<file path="src/rtl/hb_interp_chain_if.sv">
// Sample-stream bundle for the half-band interpolation chain: output-rate strobe,
// input capture marker, and input/output samples.
interface hb_interp_chain_if #(
    parameter int WIDTH = 18
);
    logic                    out_en;
    logic                    in_take;
    logic signed [WIDTH-1:0] data_in;
    logic signed [WIDTH-1:0] data_out;
    logic                    out_valid;

    modport master (
        output out_en,
        output data_in,
        input  in_take,
        input  data_out,
        input  out_valid
    );

    modport slave (
        input  out_en,
        input  data_in,
        output in_take,
        output data_out,
        output out_valid
    );
endinterface

</file>
<file path="src/rtl/hb_interp_chain.sv">
// Chain of NUM_STAGES x2 half-band interpolators, all timed from one output-rate strobe.
// Each stage can run as a [-1 0 9 16 9 0 -1]/16 half-band or as a zero-order hold.
module hb_interp_chain #(
    parameter int WIDTH      = 18,
    parameter int NUM_STAGES = 2
) (
    input  logic                  clk,
    input  logic                  reset,
    hb_interp_chain_if.slave      bus,
    input  logic [NUM_STAGES-1:0] mode,
    input  logic                  clear_ovf,
    output logic                  ovf
);

    localparam int AW = WIDTH + 6;
    localparam logic signed [AW-1:0] SAT_MAX = AW'((1 << (WIDTH-1)) - 1);
    localparam logic signed [AW-1:0] SAT_MIN = AW'(-(1 << (WIDTH-1)));
    localparam logic signed [AW-1:0] ROUND   = AW'(8);

    logic [NUM_STAGES-1:0]       phase;
    logic [NUM_STAGES-1:0]       mode_q;
    logic [NUM_STAGES-1:0]       sat_hit;
    logic [NUM_STAGES*WIDTH-1:0] y_bus;
    logic                        take;

    assign take         = bus.out_en && (phase == '0);
    assign bus.in_take  = take;
    assign bus.data_out = y_bus[NUM_STAGES*WIDTH-1 -: WIDTH];

    // Mode is latched only at frame start so a stage never switches mid-frame.
    always_ff @(posedge clk or negedge reset) begin
        if (!reset) begin
            phase         <= '0;
            mode_q        <= '0;
            bus.out_valid <= 1'b0;
            ovf           <= 1'b0;
        end else begin
            bus.out_valid <= bus.out_en;
            if (bus.out_en) phase <= phase + NUM_STAGES'(1);
            if (take) mode_q <= mode;
            if (|sat_hit) ovf <= 1'b1;
            else if (clear_ovf) ovf <= 1'b0;
        end
    end

    for (genvar k = 0; k < NUM_STAGES; k++) begin : g_stage
        localparam int LOW = NUM_STAGES - 1 - k;

        logic signed [WIDTH-1:0] x0, x1, x2, x3, y;
        logic signed [WIDTH-1:0] stage_in, sat_val;
        logic signed [AW-1:0]    sum_c, sum_o, acc, scaled;
        logic                    adv, odd, clip;

        // Stage k runs at 2^(k+1) times the input rate: it advances when the low phase bits are clear.
        if (LOW == 0) begin : g_adv_all
            assign adv = bus.out_en;
        end else begin : g_adv_sub
            assign adv = bus.out_en && (phase[LOW-1:0] == '0);
        end
        assign odd = phase[LOW];

        if (k == 0) begin : g_in_first
            assign stage_in = bus.data_in;
        end else begin : g_in_chain
            assign stage_in = y_bus[(k-1)*WIDTH +: WIDTH];
        end

        always_comb begin
            sum_c   = {{6{x1[WIDTH-1]}}, x1} + {{6{x2[WIDTH-1]}}, x2};
            sum_o   = {{6{x0[WIDTH-1]}}, x0} + {{6{x3[WIDTH-1]}}, x3};
            acc     = (sum_c <<< 3) + sum_c - sum_o + ROUND;
            scaled  = acc >>> 4;
            clip    = 1'b0;
            sat_val = scaled[WIDTH-1:0];
            if (scaled > SAT_MAX) begin
                sat_val = SAT_MAX[WIDTH-1:0];
                clip    = 1'b1;
            end else if (scaled < SAT_MIN) begin
                sat_val = SAT_MIN[WIDTH-1:0];
                clip    = 1'b1;
            end
        end

        assign sat_hit[k] = adv && odd && !mode_q[k] && clip;

        // Even phase pushes a new sample and emits the centre tap; odd phase interpolates or holds.
        always_ff @(posedge clk or negedge reset) begin
            if (!reset) begin
                x0 <= '0;
                x1 <= '0;
                x2 <= '0;
                x3 <= '0;
                y  <= '0;
            end else if (adv) begin
                if (!odd) begin
                    x3 <= x2;
                    x2 <= x1;
                    x1 <= x0;
                    x0 <= stage_in;
                    y  <= x1;
                end else if (mode_q[k]) begin
                    y <= x2;
                end else begin
                    y <= sat_val;
                end
            end
        end

        assign y_bus[k*WIDTH +: WIDTH] = y;
    end

endmodule

</file>
<file path="src/flat_wrapper.sv">
// flat-port wrapper written by rule: the top's interface ports become plain ports
module hb_interp_chain_flat 
#(
    parameter int WIDTH      = 18,
    parameter int NUM_STAGES = 2
)
  (clk, reset, mode, clear_ovf, ovf, bus_out_en, bus_data_in, bus_in_take, bus_data_out, bus_out_valid);
  hb_interp_chain_if #(.WIDTH(WIDTH)) bus_i ();
  input  logic clk;
  input  logic reset;
  input  logic [NUM_STAGES-1:0] mode;
  input  logic clear_ovf;
  output logic ovf;
  input wire logic [$bits(bus_i.out_en)-1:0] bus_out_en;
  input wire logic [$bits(bus_i.data_in)-1:0] bus_data_in;
  output wire logic [$bits(bus_i.in_take)-1:0] bus_in_take;
  output wire logic [$bits(bus_i.data_out)-1:0] bus_data_out;
  output wire logic [$bits(bus_i.out_valid)-1:0] bus_out_valid;
  assign bus_i.out_en = bus_out_en;
  assign bus_i.data_in = bus_data_in;
  assign bus_in_take = bus_i.in_take;
  assign bus_data_out = bus_i.data_out;
  assign bus_out_valid = bus_i.out_valid;
  hb_interp_chain #(.WIDTH(WIDTH), .NUM_STAGES(NUM_STAGES)) u_core (.clk(clk), .reset(reset), .bus(bus_i), .mode(mode), .clear_ovf(clear_ovf), .ovf(ovf));
endmodule
</file>
<file path="config.mk">
export PLATFORM = sky130hd
export DESIGN_NAME = hb_interp_chain_flat
export DESIGN_NICKNAME = d
export VERILOG_FILES = /design/src/rtl/hb_interp_chain_if.sv /design/src/rtl/hb_interp_chain.sv /design/src/flat_wrapper.sv
export SDC_FILE = /design/constraint.sdc
export NUM_CORES = 1
export LEC_CHECK = 0
export CAP_MARGIN = 20
export CORE_UTILIZATION = 50
export CTS_BUF_LIST = sky130_fd_sc_hd__clkbuf_4
export CTS_CLUSTER_DIAMETER = 40
export DETAILED_ROUTE_END_ITERATION = 10
export DONT_BUFFER_PORTS = 1
export PLACE_DENSITY = 0.7
export SLEW_MARGIN = 40
export SYNTH_ARGS = -nofsm -noshare
export SYNTH_HDL_FRONTEND = slang
export SYNTH_SLANG_ARGS = --single-unit
</file>
<file path="constraint.sdc">
create_clock -name clk -period 16.55 [get_ports clk]
set_input_delay 0.8275 -clock clk [delete_from_list [all_inputs] [get_ports clk]]
set_output_delay 0.8275 -clock clk [all_outputs]
set_load 0.01 [all_outputs]
</file>
Yosys cells after proc, flatten, opt, wreduce, memory -nomap -nowiden

Index checks and enable logic that the tools add are counted.

$add $sub $neg: 11
Mux-type cells: 14
Order comparisons: 4
Reduce and logical (&&, ||, !) cells: 15
Bitwise gates (word level): 2

Operators with widths:

| cell                                                                              | count |
|---|---|
| 18-bit two-way mux                                                                | 8 |
| 18-bit by 18-bit adder with 19-bit output                                         | 4 |
| 24-bit adder                                                                      | 2 |
| 24-bit by 5-bit adder with 24-bit output, second input constant                   | 2 |
| 24-bit subtractor                                                                 | 2 |
| 20-bit by 18-bit greater-than comparator with 1-bit output, second input constant | 2 |
| 20-bit by 18-bit less-than comparator with 1-bit output, second input constant    | 2 |
| 1-bit logical AND                                                                 | 8 |
| 1-bit two-way mux                                                                 | 6 |
| 2-bit AND reduction                                                               | 2 |
| 2-bit by 1-bit adder with 2-bit output, second input constant                     | 1 |
| 1-bit zero test                                                                   | 2 |
| 2-bit zero test                                                                   | 1 |
| 1-bit NOT                                                                         | 2 |
| 2-bit nonzero test                                                                | 1 |
| 2-bit OR reduction                                                                | 1 |

Output and inout port bits: 21
Logic and storage cells: 60
Flip-flop bits (word level): 186
Bits of input ports: 24

Longest topological paths before layout

Depth after elaboration: 10
Mapped depth: 26
Gate-level depth less buffers: 25

Least setup slack after synthesis

Ideal clock, no wire load.

Kind: reg-to-reg
Start: register u_core.g_stage[1].x2[0]
End: register u_core.g_stage[1].y[6], in the netlist u_core.bus.data_out[6]
Stages on the path, launching flop included: 27
Data required time: 16.422 ns
Arrival time: 5.844 ns
Path buffers: 1
Period minus slack after synthesis: 5.972 ns
Setup time: 0.128 ns
Path slack: 10.578 ns
Cells stage by stage: dfrtp_1 ha_1 fa_1 a21o_1 a21oi_1 o21ai_0 a221o_1 a41o_1 a21oi_1 o21bai_1 a21oi_1 xor2_1 fa_1 inv_1 ha_1 ha_1 a21o_1 a21o_1 a21oi_1 a2bb2oi_1 and2_1 o21ai_0 xor2_2 nor2_2 buf_2 a2bb2oi_1 o22ai_1

Word-level cells in the longest chain between the ends: 9
Elaborated cells on any way between the ends: 10
Classes of those cells: 4 x add/sub; 2 x order compare; 4 x mux

RTL lines:

| item                                                    | line                   | text |
|---|---|---|
| from (decl)                                             | hb_interp_chain.sv:49  | `logic signed [WIDTH-1:0] x0, x1, x2, x3, y;` |
| from (signal assigned)                                  | hb_interp_chain.sv:91  | `x2 <= '0;` |
| from (signal assigned)                                  | hb_interp_chain.sv:97  | `x2 <= x1;` |
| 18-bit by 18-bit adder with 19-bit output *             | hb_interp_chain.sv:69  | `sum_c = {{6{x1[WIDTH-1]}}, x1} + {{6{x2[WIDTH-1]}}, x2};` |
| 24-bit adder *                                          | hb_interp_chain.sv:71  | `acc = (sum_c <<< 3) + sum_c - sum_o + ROUND;` |
| 24-bit subtractor *                                     | hb_interp_chain.sv:71  |  |
| 24-bit by 5-bit adder with 24-bit output *              | hb_interp_chain.sv:71  |  |
| 20-bit by 18-bit less-than comparator with 1-bit output | hb_interp_chain.sv:78  | `end else if (scaled < SAT_MIN) begin` |
| 18-bit two-way mux                                      | hb_interp_chain.sv:78  |  |
| 18-bit two-way mux *                                    | hb_interp_chain.sv:75  | `if (scaled > SAT_MAX) begin` |
| 18-bit two-way mux *                                    | hb_interp_chain.sv:101 | `end else if (mode_q[k]) begin` |
| 18-bit two-way mux *                                    | hb_interp_chain.sv:95  | `if (!odd) begin` |
| to (signal assigned)                                    | hb_interp_chain.sv:104 | `y <= sat_val;` |
| to (decl)                                               | hb_interp_chain.sv:49  |  |

Mark *: on every way between the ends. The rest lies on a longest branch, timed or not.
A chain may end at the register's enable or synchronous reset.

Worst setup path in the final report

Start: register u_core.g_stage[1].x2[0]
End: register u_core.g_stage[1].y[0], in the netlist u_core.bus.data_out[0]

Word-level cells in the longest chain between the ends: 9
Elaborated cells on any way between the ends: 10
Classes of those cells: 4 x add/sub; 2 x order compare; 4 x mux

RTL lines:

| item                                                    | line |
|---|---|
| 18-bit by 18-bit adder with 19-bit output               | hb_interp_chain.sv:69 |
| 24-bit adder                                            | hb_interp_chain.sv:71 |
| 24-bit subtractor                                       | hb_interp_chain.sv:71 |
| 24-bit by 5-bit adder with 24-bit output                | hb_interp_chain.sv:71 |
| 20-bit by 18-bit less-than comparator with 1-bit output | hb_interp_chain.sv:78 |
| 18-bit two-way mux                                      | hb_interp_chain.sv:78 |
| 18-bit two-way mux                                      | hb_interp_chain.sv:75 |
| 18-bit two-way mux *                                    | hb_interp_chain.sv:101 |
| 18-bit two-way mux *                                    | hb_interp_chain.sv:95 |

Marked as above.

==> results.ini <==
[sta]
worst_slack_ps = 9610
fin_skew_ps = 34.3
worstMarginPinSlew_ps = 796
period_minus_slack_ps = 6940
drv_slew = 0
finalHoldViolCount = 0
totalNegativeSetupSlack_ps = 0
period_share_pct = 41.9
relSlewSlack_pct = 46.9
max_freq_ghz = 0.144
rsz0062_at_grt = no
setup_viol = 0

[yosys]
ys_seq_elements = 186
synth_ff_type = dfrtp_1
synthAdderAreaFrac_pct = 19.2
synthSimpleGateAreaFrac_pct = 12.7
synth_area_per_cell_sq_um = 9.33
async_flop_share_pct = 100
synth.distinct_cells = 74
syn_area_sq_mm = 0.0140
synth_edf_count = 0
syn-num-nets = 1722
ys_seq_area_share_pct = 33.2
synth_top_cell_by_area = dfrtp_1
yosys-top-cells-area = dfrtp_1 (33%), ha_1 (14%), nand2_1 (6.3%)
synth_top_family_by_area = adder cells
yosys.area_share.xor_xnor_pct = 6.24
synth_compound_area_share_pct = 18.2
synthCells = 1503
ys_warn_count = 0
synth_mux_area_share_pct = 5.92
yosysTopAreaCellShare_pct = 33.2

[worst_setup_path]
crit_arrival_ps = 7450
reg2regPathDepth = 25
crit_type = reg2reg
crit_fanout = 17
slowest_delay_ps = 670
cpMostUsedCell = a21oi_1
startpoint_type = flop
crit_required_ps = 17060
slowest_stage = nor2_2
cp-end-kind = flop

[floorplan]
core-area_sq_mm = 0.0273
die_area_sq_mm = 0.0287
num_rows = 60
initial_core_util_pct = 51.5
die_y_microns = 169
ios = 45
die_x_microns = 169

[grt]
grt_first_pass_wirelength_mm = 52.6
grt-busiest-layer = met2
met1_usage_pct = 31.4
grt_overflow = 0
grt_max_degree = 187
groute.usage.overall_pct = 23.0
antenna_found_initial = 1
use_met2_pct = 38.7
grt_pass1_vias = 10400
grtUsageMet3_pct = 3.33

[detailed_routing]
vias = 10500
via_per_inst = 5.60
drtIter0Drc = 654
route.detailed.drc = 0
routedWlPerCell_microns = 16.8
ant_nets = 0
routed_wl_mm = 31.4
drt_first_pass_iters = 5

[cells_and_area]
num-fill-cells = 2480
layout-drive-gt1-share_pct = 9.26
layout_commonest_cell = nand2_1
syn2layout_area_growth_pct = 5.16
final_cell_mix = nand2_1 (235), dfrtp_1 (186), ha_1 (161)
fin_nets = 1707

[place]
dp.final_hpwl_mm = 24.4
gp_congestion = 0.928
pre_cts_ws_ps = 9720
portBuffers = 0

[clocking]
root_buffer = clkbuf_4
cts_setup_buffers = 0
clock-sinks = 186
cts_tree = built
clk_pin_slew_ps = 180
cts_buffers = 17
insertion_delay_ps = 610
htree_num_levels = 4
cts_buffer_depth = 2

[run_status]
outcome = completed

[min_path]
hold_path_class = in2async

[flow_run]
max_cap_violations = 0

metal layers:
layer | routed length [microns] | up-vias | share of wire [%]
met3 | 1140 | 25 | 3.6
met1 | 15100 | 5075 | 48
met4 | 412 | 0 | 1.3
met2 | 14800 | 195 | 47
li1 | - | 5213 | -
met5 | 0 | - | 0
metrics by stage:
step / std cells / util [%] / area (sq um) / hold slack, ps
CTS: 1872 / 54.0 / 14700 / 225
floorplan: 1503 / - / 14000 / 439
global placement: 1838 / 52.8 / 14400 / 462
detailed placement: 1839 / 52.8 / 14400 / 465
finish: 1875 / 54.1 / 14700 / 71.0
global route: 1875 / 54.1 / 14700 / 44.1
area by class of cell:
cell class                      count  area (sq um)  share of cell area, %
Clock buffer                       18           135                  0.916
Timing Repair Buffer                7           109                  0.738
Multi-Input combinational cell   1150          8760                   59.4
Sequential cell                   186          4650                   31.6
Clock inverter                     14           149                   1.01
Inverter                          126           473                   3.21
Tap cell                          372           465                   3.16
Antenna cell                        2          5.00                 0.0339
critical path: cells and delay by family, from the launching register on:
family / cells / cell delay [ps]
AO/OA/AOI/OAI: 15 / 3240
adder cells (fa/ha/maj): 5 / 1670
AND/OR/NAND/NOR: 2 / 870
XOR/XNOR: 2 / 560
flip-flops: 1 / 440
buffers and inverters: 1 / 70
synth_stat cells (3+ instances only):
master / number
o221ai_1: 14
o21bai_1: 15
a221o_1: 3
nor2_1: 54
o211ai_1: 3
xor2_1: 36
dfrtp_1: 186
and2_1: 6
nor2b_1: 11
o31a_1: 3
o22ai_1: 3
nand2b_1: 20
inv_1: 126
or3_1: 4
o21ai_0: 101
xnor2_1: 62
o21ai_1: 13
mux2_2: 72
clkbuf_1: 35
fa_1: 34
a31oi_1: 11
a211oi_1: 8
a21o_1: 45
or2_2: 5
a22oi_1: 17
o21a_1: 37
nand3_1: 21
nand2_1: 236
buf_2: 3
and3_1: 16
nand4_1: 5
ha_1: 161
a2111oi_0: 3
nor3_1: 15
a2bb2oi_1: 4
a21oi_1: 65
a21boi_0: 3
cell families (layout without fill, tap and decap cells):
| group | after synthesis | in the layout |
|---|---|---|
| AND/OR/NAND/NOR | 404 | 404 |
| adder cells (fa/ha/maj) | 195 | 195 |
| AO/OA/AOI/OAI | 378 | 378 |
| multiplexers | 74 | 74 |
| other | 0 | 2 |
| XOR/XNOR | 99 | 99 |
| flip-flops | 186 | 186 |
| buffers and inverters | 167 | 165 |
path summary, 6_finish.rpt:
path                       slack, ps                                  end                                start
min in group clk                 260       u_core.bus.out_valid$_DFF_PN0_                           bus_out_en
hold / removal                    70  u_core.g_stage[0].x3[2]$_DFFE_PN0P_                                reset
max in group asynchronous      15590          u_core.phase[0]$_DFFE_PN0P_                                reset
setup / recovery                9610   u_core.bus.data_out[0]$_DFFE_PN0P_  u_core.g_stage[1].x2[0]$_DFFE_PN0P_
hold reg to reg                  500  u_core.g_stage[1].x0[8]$_DFFE_PN0P_   u_core.g_stage[0].y[8]$_DFFE_PN0P_
setup reg to reg                9610   u_core.bus.data_out[0]$_DFFE_PN0P_  u_core.g_stage[1].x2[0]$_DFFE_PN0P_
registers in the layout, indices dropped and copies added, names as in the netlist:
signal,flops
u_core.bus.data_out,18
u_core.bus.out_valid,1
u_core.mode_q,2
u_core.g_stage.x3,36
u_core.g_stage.x0,36
u_core.g_stage.x2,36
u_core.ovf,1
u_core.g_stage.x1,36
u_core.g_stage.y,18
u_core.phase,2
what timing repair did:
item	CTS	global route
gates resized for setup	0	0
hold endpoints to repair	186	0
hold buffers	1	0
Power is not shown: default switching activity piles up to over one toggle a cycle in this logic, so the estimate is an artifact.
